===== config.mk =====
export PLATFORM = sky130hd
export DESIGN_NAME = cpu_run_dump_ctrl
export DESIGN_NICKNAME = d
export VERILOG_FILES = /design/src/rtl/cpu_run_dump_ctrl.sv
export SDC_FILE = /design/constraint.sdc
export NUM_CORES = 1
export LEC_CHECK = 0
export BUFFER_PORTS_ARGS = -buffer_cell sky130_fd_sc_hd__buf_4
export CAP_MARGIN = 30
export CORE_ASPECT_RATIO = 0.6
export CORE_MARGIN = 4
export CORE_UTILIZATION = 54
export DETAILED_ROUTE_END_ITERATION = 12
export PLACE_DENSITY = 0.88
export SETUP_SLACK_MARGIN = 0.3
export SLEW_MARGIN = 20
export SYNTH_ARGS = -nofsm -noshare
export SYNTH_HDL_FRONTEND = slang
export SYNTH_SLANG_ARGS = --single-unit

===== constraint.sdc =====
create_clock -name clk_i -period 3.18 [get_ports clk_i]
set_input_delay 0.477 -clock clk_i [delete_from_list [all_inputs] [get_ports clk_i]]
set_output_delay 0.477 -clock clk_i [all_outputs]
set_load 0.01 [all_outputs]

===== src/rtl/cpu_run_dump_ctrl.sv =====
// Run-control and state-dump unit: runs the CPU for a bounded cycle budget or until the PC sticks, then stalls it and streams registers and low data memory out.
// Latency: stall asserts on the edge that detects timeout/halt; first beat one edge later; one bubble cycle between the register and memory sections.
// Backpressure: a beat is held stable with its read index frozen while dump_valid_o && !dump_ready_i; no beat is lost or repeated.
//
// Ports:
//   clk_i, rst_i               clock (rising edge), synchronous active-low reset
//   pc_i                       CPU program counter, watched for halt (PC unchanged)
//   cpu_stall_o                1 outside RUN: CPU holds PC and suppresses writes
//   reg_raddr_o / reg_rdata_i  asynchronous register-file debug read port
//   mem_raddr_o / mem_rdata_i  asynchronous data-memory debug read port (byte address)
//   dump_valid_o/dump_ready_i  beat handshake; dump_kind_o 0=reg 1=mem, dump_index_o, dump_data_o
//   done_o                     dump finished (sticky until reset)
//   halt_cause_o               {pc_halt, timeout}, frozen after RUN
//   cycle_cnt_o                unstalled cycles executed, frozen after RUN
module cpu_run_dump_ctrl #(
  parameter int DATA_W      = 32,
  parameter int ADDR_W      = 32,
  parameter int CNT_W       = 16,
  parameter int END_COUNT   = 600,
  parameter int HALT_STABLE = 4,
  parameter int REG_CNT     = 32,
  parameter int MEM_WORDS   = 12
) (
  input  logic              clk_i,
  input  logic              rst_i,
  input  logic [ADDR_W-1:0] pc_i,
  output logic              cpu_stall_o,
  output logic [4:0]        reg_raddr_o,
  input  logic [DATA_W-1:0] reg_rdata_i,
  output logic [ADDR_W-1:0] mem_raddr_o,
  input  logic [DATA_W-1:0] mem_rdata_i,
  output logic              dump_valid_o,
  input  logic              dump_ready_i,
  output logic              dump_kind_o,
  output logic [7:0]        dump_index_o,
  output logic [DATA_W-1:0] dump_data_o,
  output logic              done_o,
  output logic [1:0]        halt_cause_o,
  output logic [CNT_W-1:0]  cycle_cnt_o
);

  typedef enum logic [1:0] {RUN, DUMP_REG, DUMP_MEM, DONE} state_t;

  // Stable counter must be able to hold HALT_STABLE itself (saturation value).
  localparam int SC_W = $clog2(HALT_STABLE + 2);

  localparam logic [CNT_W-1:0] END_M1 = CNT_W'(END_COUNT - 1);
  localparam logic [SC_W-1:0]  HS_MAX = SC_W'(HALT_STABLE);
  localparam logic [SC_W-1:0]  HS_M1  = SC_W'(HALT_STABLE - 1);
  // idx must reach MEM_WORDS (up to 256) to mark the end of a section.
  localparam logic [8:0]       REG_N  = 9'(REG_CNT);
  localparam logic [8:0]       MEM_N  = 9'(MEM_WORDS);

  // Empty sections are skipped entirely so no bubble or beat is produced for them.
  localparam state_t AFTER_REG  = (MEM_WORDS != 0) ? DUMP_MEM : DONE;
  localparam state_t FIRST_DUMP = (REG_CNT != 0) ? DUMP_REG : AFTER_REG;

  state_t              state, state_nxt;
  logic [CNT_W-1:0]    cycle_cnt;
  logic [ADDR_W-1:0]   prev_pc;
  logic                prev_vld;
  logic [SC_W-1:0]     stable_cnt;
  logic [8:0]          idx;
  logic [1:0]          halt_cause;
  logic                dump_valid;
  logic                dump_kind;
  logic [7:0]          dump_index;
  logic [DATA_W-1:0]   dump_data;

  logic                pc_same;
  logic                timeout;
  logic                halt;
  logic                load;
  logic                sect_end;
  logic [DATA_W-1:0]   rd_data;

  always_comb begin
    state_nxt   = state;
    // prev_vld keeps the first edge after reset from comparing against a stale PC.
    pc_same     = prev_vld && (pc_i == prev_pc);
    timeout     = (cycle_cnt == END_M1);
    halt        = (HALT_STABLE != 0) && pc_same && (stable_cnt == HS_M1);
    load        = !dump_valid || dump_ready_i;
    sect_end    = 1'b0;
    rd_data     = '0;
    reg_raddr_o = '0;
    mem_raddr_o = '0;
    case (state)
      RUN: begin
        if (timeout || halt) state_nxt = FIRST_DUMP;
      end
      DUMP_REG: begin
        reg_raddr_o = idx[4:0];
        rd_data     = reg_rdata_i;
        sect_end    = (idx == REG_N);
        if (load && sect_end) state_nxt = AFTER_REG;
      end
      DUMP_MEM: begin
        mem_raddr_o = ADDR_W'({idx, 2'b00});
        rd_data     = mem_rdata_i;
        sect_end    = (idx == MEM_N);
        if (load && sect_end) state_nxt = DONE;
      end
      default: ;
    endcase
  end

  always_ff @(posedge clk_i) begin
    if (!rst_i) state <= RUN;
    else        state <= state_nxt;
  end

  always_ff @(posedge clk_i) begin
    if (!rst_i) begin
      cycle_cnt  <= '0;
      prev_pc    <= '0;
      prev_vld   <= 1'b0;
      stable_cnt <= '0;
      idx        <= '0;
      halt_cause <= 2'b00;
      dump_valid <= 1'b0;
      dump_kind  <= 1'b0;
      dump_index <= '0;
      dump_data  <= '0;
    end else begin
      case (state)
        RUN: begin
          cycle_cnt <= cycle_cnt + 1'b1;
          prev_pc   <= pc_i;
          prev_vld  <= 1'b1;
          if (!pc_same)                 stable_cnt <= '0;
          else if (stable_cnt != HS_MAX) stable_cnt <= stable_cnt + 1'b1;
          if (timeout || halt) begin
            halt_cause <= {halt, timeout};
            idx        <= '0;
          end
        end
        DUMP_REG, DUMP_MEM: begin
          if (load) begin
            if (sect_end) begin
              // Last beat of the section drains here; this is the bubble cycle.
              dump_valid <= 1'b0;
              idx        <= '0;
            end else begin
              dump_data  <= rd_data;
              dump_kind  <= (state == DUMP_MEM);
              dump_index <= idx[7:0];
              dump_valid <= 1'b1;
              idx        <= idx + 1'b1;
            end
          end
        end
        default: dump_valid <= 1'b0;
      endcase
    end
  end

  assign cpu_stall_o  = (state != RUN);
  assign done_o       = (state == DONE);
  assign dump_valid_o = dump_valid;
  assign dump_kind_o  = dump_kind;
  assign dump_index_o = dump_index;
  assign dump_data_o  = dump_data;
  assign halt_cause_o = halt_cause;
  assign cycle_cnt_o  = cycle_cnt;

endmodule


==> key figures <==
Outcome
  – Status: finished clean

Synth
  – Area contributors post-synth: dfxtp_1 (39%), mux2i_1 (6.8%), xor2_1 (5.9%)
  – Mux contribution to synthesized area: 6.77%
  – Main synth FF type: dfxtp_1
  – Yosys top cell by area: dfxtp_1
  – Number of synthesized flops with an enable pin: 0
  – Seq cells post-synth: 107
  – Post-synthesis async set-or-reset flop share: 0%
  – Post-Synth XOR/XNOR Area: 7.53%
  – Avg Cell Area, Syn: 9.12 µm²
  – Largest family of logic cells by synthesized area: simple AND/OR/NAND/NOR gates
  – Unique masters post-synth: 46
  – Synth Area in Compound Gates: 10.8%
  – Post-Syn Instances: 600
  – Area share of fa/ha/maj cells after synthesis: 2.52%
  – Register area share after synthesis: 39.2%
  – Syn Std Cell Area: 5470 µm²
  – Top-area cell type share of the netlist area: 39.2%
  – Simple-gate area share of the yosys netlist: 26.1%
  – Warnings from Yosys: 0

Power and ir drop
  – P per Cell Area: 396 nW/µm²
  – Cell Int Power: 2.18 mW
  – VDD IR max: 0.286 mV
  – Switching pwr: 0.609 mW
  – Comb pwr share: 8.6%
  – Reg power frac: 49.7%
  – Clk pwr share: 41.7%
  – LEAKAGE: 3.28 nW
  – Sw Ratio: 21.8%

GRT
  – First-pass GRT wire length: 23100 µm
  – Grt total ovfl: 0
  – Largest net degree at the start of global routing: 71
  – Vias in the first global route: 4800
  – Initial antenna violation count: 0
  – GRT Total Usage: 24.1%

Floorplanning
  – Die height: 86.0 µm
  – IO Pins: 198
  – Row count: 28
  – Die width: 138 µm
  – Die Area: 11900 µm²
  – Initial core utilization: 55.4%
  – Core area: 9880 µm²

Place
  – Placer Congestion: 0.857
  – Port bufs: 174
  – Placed inst area: 6740 µm²
  – Post-DP HPWL: 10500 µm
  – Pre-CTS setup slack: 629 ps

Setup path
  – Bufs and invs on worst path: 0
  – Crit path kind: flop to flop
  – Crit path cell chain: xor2_1 -> nor4_1 -> nand4_1 -> or4_1 -> a32oi_1 -> o32ai_1
  – Max Fanout on Critical Path: 8
  – Critical Path AT: 2570 ps
  – CP max-delay cell: or4_1
  – Setup crit end kind: flop
  – Critical Path Source Type: flop
  – CP top delay family: simple AND/OR/NAND/NOR gates
  – Slowest cell delay on critical path: 730 ps
  – Required time worst endpoint: 3390 ps

Drt
  – Drt pass-1 iters: 7
  – WL/cell: 16.2 µm
  – DRT Wirelength: 14400 µm
  – Routed Antenna Nets: 0
  – Via density: 5.44
  – Initial drt markers: 264
  – Vias: 4829
  – DRC Markers: 0

STA
  – Final Slew Violations: 0
  – Final Cycle Share: 74.1%
  – Fin Setup TNS: 0 ps
  – Worst-Margin Slew: 642 ps
  – Post-layout minimum cycle time: 2360 ps
  – Worst slew margin: 57.1%
  – RSZ-0062 raised after global routing: false
  – Max Fclk: 0.424 GHz
  – Clock skew: 7.23 ps
  – Worst hold slack: 409 ps
  – # setup viols final: 0
  – Final Worst Setup Slack: 823 ps
  – Final hold violations: 0

Final layout
  – ANT cells: 0
  – Layout cells sized above 1: 27.0%
  – Area Growth Syn to Fin: 28.8%
  – Nets: 859
  – Fin area: 7050 µm²
  – Final core occ: 71.3%

CTS
  – Hold Buf Count CTS: 0
  – CTS resizes: 0
  – CTS root buf: clkbuf_16
  – Worst-Skew Late Latency: 340 ps
  – CTS tree: yes
  – Reg clk slew, reported paths: 70 ps
  – Post-CTS setup buffers: 0
  – Total CTS buffers: 9
  – H-Tree Level Count: 3
  – CTS Buffer Depth: 2
  – Clock sinks: 107

Job
  – Maximum Capacitance Violations: 0

Min path
  – Hold Path Class: primary input to flop
-- tightest hold or removal path: cells and delay by family --
kind / cells / cell delay, ps
buffers and inverters: 1 / 90
and+or+nand+nor: 1 / 90
muxes: 1 / 60
-- cells by family after synthesis --
kind of cell,count (synthesis)
and+or+nand+nor,247
adders and majority gates,11
DFF,107
other,1
xor gates and xnor gates,47
muxes,37
buffers and inverters,77
AOI/OAI and AO/OA,73
-- per-layer routing --
layer | wire length (µm) | part of all wire (%) | track usage, % | up-vias
met5 | 0 | 0 | 0 | -
met4 | 251 | 1.7 | 7.53 | 0
met3 | 1130 | 7.9 | 7.68 | 27
met2 | 6940 | 48 | 39.9 | 170
met1 | 6030 | 42 | 30.1 | 2279
li1 | - | - | - | 2353
-- path summary, 6_finish.rpt --
check | start | to | slack (ps) | cells past startpoint
worst min-delay path | pc_i[30] | prev_pc[30]$_SDFFE_PN0N_ | 410 | 3
worst max-delay path | prev_pc[3]$_SDFFE_PN0N_ | idx[8]$_SDFFE_PN0P_ | 820 | 6
worst min register to register | dump_index_o[5]$_SDFFE_PN0P_ | dump_index_o[5]$_SDFFE_PN0P_ | 470 | 2
worst max register to register | prev_pc[3]$_SDFFE_PN0N_ | idx[8]$_SDFFE_PN0P_ | 820 | 6
-- cell usage after synthesis, types with 4 or more instances --
cell type	count
a21boi_0	10
a21oi_1	5
a221oi_1	32
a32oi_1	4
and2_1	29
and3_1	11
and4_1	5
buf_2	7
buf_4	23
clkbuf_1	33
dfxtp_1	107
ha_1	11
inv_1	13
mux2i_1	37
nand2_1	44
nand3_1	14
nand4_1	8
nor2_1	41
nor2b_1	37
nor3b_1	33
nor4_1	7
nor4_2	4
o21ai_0	4
o32ai_1	7
xnor2_1	10
xor2_1	37
-- through the flow --
stage | total power [mW] | cells
after floorplan | 1.54 | 622
after global placement | 1.64 | 873
after detailed placement | 1.65 | 873
after CTS | 2.81 | 887
after global routing | 2.89 | 887
final | 2.79 | 887
-- cell usage in the layout (no fill, tap or decap), drive strengths merged, types with 29 or more instances in the layout --
cell type	n
a221oi	32
buf	180
nand2	44
and2	29
dfxtp	107
mux2i	37
xor2	37
nor3b	33
nor2b	37
nor2	41
-- layout make-up --
cell class | count | area, µm²
clock buffer | 9 | 225
fill | 782 | 2830
multi-input combinational | 438 | 3030
clock inverter | 5 | 80.1
tap | 135 | 169
timing repair buffer | 180 | 1350
inverter | 13 | 48.8
sequential | 107 | 2140
-- state kept, by name, summed over array words and instances, names as in the netlist, 2 cells and up --
signal / flops
dump_data_o: 32
prev_pc: 32
cycle_cnt_o: 16
idx: 9
dump_index_o: 8
stable_cnt: 3
halt_cause_o: 2
state: 2
-- power by group through the flow --
stage / clock, mW / combinational [mW] / sequential, mW
after global placement: 0 / 0.226 / 1.41
after global routing: 1.24 / 0.261 / 1.39
after detailed placement: 0 / 0.235 / 1.42
after floorplan: 0 / 0.128 / 1.41
after CTS: 1.18 / 0.238 / 1.39
final: 1.16 / 0.239 / 1.39
Note: power is estimated with default switching activity, not from simulation.
